### config.mk
export PLATFORM = sky130hd
export DESIGN_NAME = ct_spsram_256x59_ctrl
export DESIGN_NICKNAME = d
export VERILOG_FILES = /design/src/rtl/ct_spsram_256x59_ctrl.sv
export SDC_FILE = /design/constraint.sdc
export NUM_CORES = 1
export LEC_CHECK = 0
export ABC_AREA = 1
export BUFFER_PORTS_ARGS = -buffer_cell sky130_fd_sc_hd__buf_2
export CORE_AREA = 5 5 146 148
export CTS_BUF_LIST = sky130_fd_sc_hd__clkbuf_4 sky130_fd_sc_hd__clkbuf_8
export DETAILED_ROUTE_END_ITERATION = 7
export DIE_AREA = 0 0 151 153
export PLACE_DENSITY = 0.55
export SLEW_MARGIN = 10
export SYNTH_ARGS = -nofsm -noshare
export SYNTH_HDL_FRONTEND = slang
export SYNTH_SLANG_ARGS = --single-unit
export TNS_END_PERCENT = 100
### constraint.sdc
create_clock -name forever_cpuclk -period 4.1 [get_ports forever_cpuclk]
set_clock_uncertainty 0.05 [all_clocks]
set_input_delay 0.41 -clock forever_cpuclk [delete_from_list [all_inputs] [get_ports forever_cpuclk]]
set_output_delay 0.41 -clock forever_cpuclk [all_outputs]
set_load 0.05 [all_outputs]
### src/rtl/ct_spsram_256x59_ctrl.sv
// Access controller for a 256x59 single-port SRAM: clears the array after reset/flush,
// then serves single reads (two-cycle turnaround) and masked writes for one IFU client.
module ct_spsram_256x59_ctrl #(
    parameter int ADDR_WIDTH = 8,
    parameter int DATA_WIDTH = 59
) (
    input  logic                  forever_cpuclk,
    input  logic                  cpurst_b,
    input  logic                  flush_req,
    output logic                  init_done,
    input  logic                  req_vld,
    input  logic                  req_wr,
    input  logic [ADDR_WIDTH-1:0] req_addr,
    input  logic [DATA_WIDTH-1:0] req_wdata,
    input  logic [DATA_WIDTH-1:0] req_wmask,
    output logic                  req_rdy,
    output logic                  rdata_vld,
    output logic [DATA_WIDTH-1:0] rdata,
    output logic [ADDR_WIDTH-1:0] sram_a,
    output logic                  sram_cen,
    output logic                  sram_gwen,
    output logic [DATA_WIDTH-1:0] sram_wen,
    output logic [DATA_WIDTH-1:0] sram_d,
    input  logic [DATA_WIDTH-1:0] sram_q,
    output logic [1:0]            dbg_state
);

    localparam logic [1:0] INIT    = 2'd0;
    localparam logic [1:0] IDLE    = 2'd1;
    localparam logic [1:0] RD_WAIT = 2'd2;

    localparam logic [ADDR_WIDTH-1:0] CNT_LAST = '1;
    localparam logic [ADDR_WIDTH-1:0] CNT_ONE  = {{(ADDR_WIDTH-1){1'b0}}, 1'b1};

    logic [1:0]            state_q, state_d;
    logic [ADDR_WIDTH-1:0] cnt_q, cnt_d;
    logic                  init_done_q, init_done_d;
    logic                  rdata_vld_q, rdata_vld_d;
    logic [DATA_WIDTH-1:0] rdata_q, rdata_d;

    logic                  acc;
    logic                  cen_c, gwen_c;
    logic [ADDR_WIDTH-1:0] a_c;
    logic [DATA_WIDTH-1:0] wen_c, d_c;

    // Handshake: a request transfers in any cycle where req_vld and req_rdy are both high;
    // req_rdy never depends on req_vld, and a flush blocks acceptance in the same cycle.
    always_comb begin
        state_d     = state_q;
        cnt_d       = cnt_q;
        rdata_d     = rdata_q;
        rdata_vld_d = 1'b0;
        req_rdy     = (state_q == IDLE) && !flush_req;
        acc         = req_vld && req_rdy;
        cen_c       = 1'b1;
        gwen_c      = 1'b1;
        wen_c       = '1;
        a_c         = '0;
        d_c         = '0;
        case (state_q)
            INIT: begin
                cen_c  = 1'b0;
                gwen_c = 1'b0;
                wen_c  = '0;
                a_c    = cnt_q;
                if (flush_req) begin
                    cnt_d = '0;
                end else begin
                    cnt_d = cnt_q + CNT_ONE;
                    if (cnt_q == CNT_LAST) state_d = IDLE;
                end
            end
            IDLE: begin
                if (flush_req) begin
                    state_d = INIT;
                    cnt_d   = '0;
                end else if (acc) begin
                    cen_c = 1'b0;
                    a_c   = req_addr;
                    if (req_wr) begin
                        gwen_c = 1'b0;
                        wen_c  = ~req_wmask;
                        d_c    = req_wdata;
                    end else begin
                        state_d = RD_WAIT;
                    end
                end
            end
            RD_WAIT: begin
                // The pending read always completes; a flush only redirects the next state.
                rdata_d     = sram_q;
                rdata_vld_d = 1'b1;
                cnt_d       = '0;
                state_d     = flush_req ? INIT : IDLE;
            end
            default: begin
                state_d = INIT;
                cnt_d   = '0;
            end
        endcase
        init_done_d = (state_d != INIT);
    end

    always_ff @(posedge forever_cpuclk or negedge cpurst_b) begin
        if (!cpurst_b) begin
            state_q     <= INIT;
            cnt_q       <= '0;
            init_done_q <= 1'b0;
            rdata_vld_q <= 1'b0;
            rdata_q     <= '0;
        end else begin
            state_q     <= state_d;
            cnt_q       <= cnt_d;
            init_done_q <= init_done_d;
            rdata_vld_q <= rdata_vld_d;
            rdata_q     <= rdata_d;
        end
    end

    // The INIT state drives an access, so reset must force the macro inputs inactive directly.
    assign sram_cen  = cpurst_b ? cen_c  : 1'b1;
    assign sram_gwen = cpurst_b ? gwen_c : 1'b1;
    assign sram_wen  = cpurst_b ? wen_c  : '1;
    assign sram_a    = cpurst_b ? a_c    : '0;
    assign sram_d    = cpurst_b ? d_c    : '0;

    assign init_done = init_done_q;
    assign rdata_vld = rdata_vld_q;
    assign rdata     = rdata_q;
    assign dbg_state = state_q;

endmodule

==> impl.org <==
** Synthesis
- Largest family of logic cells by synthesized area :: simple AND/OR/NAND/NOR gates
- Top-area cell type share of the netlist area :: 41.1%
- Average footprint of a synthesized cell :: 6.80 µm²
- Of all cell types, the one taking the most synthesized area is sky130_fd_sc_hd__dfrtp_1.
- Prevailing post-synth register cell :: sky130_fd_sc_hd__dfrtp_1
- Seq/Total Area, Yosys :: 41.1%
- Largest cells by area after synthesis :: sky130_fd_sc_hd__dfrtp_1 (41%), sky130_fd_sc_hd__nand2_1 (19%), sky130_fd_sc_hd__nand3_1 (15%), sky130_fd_sc_hd__or2_2 (7.7%), sky130_fd_sc_hd__nor2_1 (5.7%)
- Total of warnings raised by yosys :: 0
- Post-synthesis net count :: 827
- Cell area after synthesis :: 4330 µm²
- In the synthesized netlist the async set-or-reset flop fraction comes to 100%.
- Yosys mapped a number of flops with a built-in enable equal to 0.
- Adder-cell share of the synthesized area :: 0.289%
- Portion of netlist area occupied by mux cells :: 0%
- Most frequent cells after synthesis :: sky130_fd_sc_hd__nand2_1 (220), sky130_fd_sc_hd__nand3_1 (127), sky130_fd_sc_hd__dfrtp_1 (71)
- Yosys mapped the design onto 24 distinct sky130hd cell types.
- Synthesis-stage register bit count :: 71
- Yosys instantiated no cell more often than sky130_fd_sc_hd__nand2_1.
- Summing the areas of all compound-gate instances in the mapped netlist gives 2.11% of the synthesized area.
- Xor and xnor fraction of the mapped netlist area :: 0.202%
- Of the total synthesized cell area, the portion taken by AND, OR, NAND and NOR gates is 49.1%.
- Cell count after synthesis :: 636

** Layout
- Filler instances :: 2191
- Registers take 1780 µm².
- In the final design database the tool counted 1181 nets.
- Area Overhead vs Synth :: 53.5%
- Non-filler instance count after layout :: 1267
- Share of final-layout standard cells stronger than drive strength 1 :: 47.4%
- Area of the multi-input gates :: 2250 µm²

** Floorplanning
- The floorplan step defined a core boundary enclosing 19900 µm².
- Initial Util :: 21.7%
- In this run the vertical extent of the chip is 153 µm.
- In this run the count of I/O pins placed on the die edge is 382.
- Row generation in the floorplan step produced 52 rows.
- Full die area :: 23100 µm²
- Die Wd :: 151 µm

** Clocking
- Clock latency on the worst-skew pair :: 0.35 ns
- Maximum level of the CTS H-tree :: 3
- Buffers inserted during clock tree synthesis total 9.
- Maximum clock insertion buffer count :: 2
- CTS saw 71 sinks.
- The tree is rooted in a sky130_fd_sc_hd__clkbuf_8.
- TritonCTS built the clock tree.
- After clock tree synthesis, the flow added hold-fix buffers numbering 0.
- Cells resized by post-CTS repair :: 0
- Buffers added to address setup during post-CTS repair amount to 0.
- Clock-pin slew was measured on the worst setup and hold paths at 0.09 ns.

** Timing
- Max-slew headroom :: 49.6%
- Worst hold-check slack :: 0.0198 ns
- The final hold violation count came to 0.
- Final min period :: 2.98 ns
- Adding up every negative setup slack in the final design gives 0 ns.
- For the pin with the worst max-slew slack, the measured transition is 0.751 ns.
- Unrepaired setup endpoints after global routing :: false
- FMAX :: 336 MHz
- Period utilisation layout :: 72.6%
- In the post-route analysis, the smallest setup slack over all paths is 1.12 ns.
- Setup violations remaining at the end of the flow were counted as 0.
- The total count of max-transition violations in the final report is 0.

** Global routing
- Maximum number of pins on one net before global-route repair :: 82
- Via count of the first global-routing pass :: 5330
- The number of antenna violations at the first check in global routing came to 5.
- Gr usage total :: 17.2%
- Global route total overflow :: 0
- The first global-routing pass estimated 30.8 mm of wire.

** Detailed routing
- DRC violations left :: 0
- Vias :: 5463
- For this block, the routed nets add up to 21.3 mm of wire.
- DRT iter0 DRCs :: 225
- Via count normalized by instance count :: 4.31
- For this run, the detailed router's first-pass iteration total came to 4.
- Post-DR wirelength/cell :: 16.8 µm
- Once detail routing completed, the nets flagged for antenna violations numbered 0.

** Placement
- Worst slack after detailed placement :: 1.38 ns
- Routability-driven placement finished with a final weighted congestion of 0.871.
- Number of placed cells counting well taps :: 1249
- HPWL Detailed :: 16.9 mm
- Buffers placed on the I/O ports in this run total 381.

** Power and ir drop
- The analysis attributes to cell leakage a power of 3.40 nW.
- Across the VDD grid, the largest voltage drop is 0.000166 V.
- Power per standard cell area :: 270 nW/µm²

** Run status
- The flow ran to the end, and the final reports show no timing, DRC or antenna violations.

** Critical path
- For this run, the slowest stage of the critical path takes 0.47 ns.
- By startpoint and endpoint, the worst setup path is classified as register to output port.
- Along the worst path, the maximum fanout reaches 43.
- Startpoint type of the worst setup path :: register
- The number of cells on the worst reg-to-reg path is 7.
- Library cell contributing the largest single delay on the critical path :: sky130_fd_sc_hd__dfrtp_1
- Data arrives at the worst endpoint at 2.52 ns.
- Data required time at the worst endpoint :: 3.64 ns
- Among the stages of the critical path, the cell type that occurs most often is sky130_fd_sc_hd__nand2_2.
- Endpoint kind of the worst setup timing path :: output port
- Critical-path cell list :: inv_2 -> nand3_4 -> nor2_4 -> nand2_2 -> nand2_2 -> buf_4 -> nand3_1 -> buf_2

** Job
- Max cap viols :: 0

** Min path
- Worst hold path type :: primary input to asynchronous set/reset pin
==> power breakdown <==
| part | leakage, nW | switching, mW | internal, mW |
|---|---|---|---|
| clock network | 0.0939 | 0.299 | 0.245 |
| logic | 2.60 | 0.358 | 0.139 |
| registers | 0.711 | 0.0212 | 0.734 |
==> cell usage in the layout, fill, tap and decap left out, types with 3 or more instances in the layout <==
| cell | instances |
|---|---|
| sky130_fd_sc_hd__buf_4 | 13 |
| sky130_fd_sc_hd__buf_2 | 380 |
| sky130_fd_sc_hd__or2_2 | 53 |
| sky130_fd_sc_hd__inv_1 | 14 |
| sky130_fd_sc_hd__o21ai_0 | 8 |
| sky130_fd_sc_hd__nor2_1 | 65 |
| sky130_fd_sc_hd__inv_6 | 3 |
| sky130_fd_sc_hd__clkbuf_8 | 10 |
| sky130_fd_sc_hd__dfrtp_1 | 70 |
| sky130_fd_sc_hd__nand2_2 | 3 |
| sky130_fd_sc_hd__nand2_1 | 219 |
| sky130_fd_sc_hd__a21oi_1 | 9 |
| sky130_fd_sc_hd__or2_1 | 5 |
| sky130_fd_sc_hd__nand3_1 | 127 |
==> final cells by class <==
type / instances / area share, %
clock inverter: 6 / 0.773
antenna: 2 / 0.0754
inverter: 17 / 0.961
clock buffer: 10 / 2.07
sequential: 71 / 26.8
timing repair buffer: 394 / 30.4
tap: 270 / 5.09
multi-input combinational: 497 / 33.8
==> per-stage QoR <==
step,util [%],instance area [µm²],power (mW)
floorplan,-,4330,1.07
global placement,32.4,6450,1.27
detailed placement,32.4,6450,1.27
CTS,33.3,6640,1.83
global route,33.4,6640,1.89
finish,33.4,6640,1.79
==> path summary, 6_finish.rpt <==
path | startpoint | to | slack [ns]
setup / recovery | dbg_state[1] | sram_wen[57] | 1.12
hold / removal | cpurst_b | rdata[9] | 0.02
max in group asynchronous | cpurst_b | rdata[28] | 3.02
setup reg to reg | dbg_state[0] | rdata[26] | 1.48
min in group forever_cpuclk | sram_q[11] | rdata[11] | 0.18
hold reg to reg | rdata[20] | rdata[20] | 0.43
==> flip-flops by register name, summed over array words and instances (netlist names) <==
register   cells
rdata         59
dbg_state      2
rdata_vld      1
init_done      1
cnt_q          8
==> kinds of logic (layout without fill, tap and decap cells) <==
kind of cell | count (synthesis) | count (layout)
buffers and inverters | 68 | 427
AND/OR/NAND/NOR | 477 | 477
AO/OA/AOI/OAI | 18 | 18
other | 0 | 2
XOR/XNOR | 1 | 1
adder cells (fa/ha/maj) | 1 | 1
flip-flops | 71 | 71
==> critical path: cells and delay by family (launching register included) <==
| kind | cells | cell delay, ns |
|---|---|---|
| and+or+nand+nor | 5 | 0.87 |
| buffers and inverters | 3 | 0.80 |
| DFF | 1 | 0.47 |
==> routing by layer <==
layer / GRT usage [%] / share of wire (%) / vias to the layer above
li1: - / - / 2711
met3: 6.78 / 11 / 36
met1: 19.6 / 39 / 2436
met5: 0 / 0.19 / -
met2: 29.1 / 47 / 274
met4: 6.30 / 2.8 / 6
No activity file was read; power rests on OpenSTA's default activity.
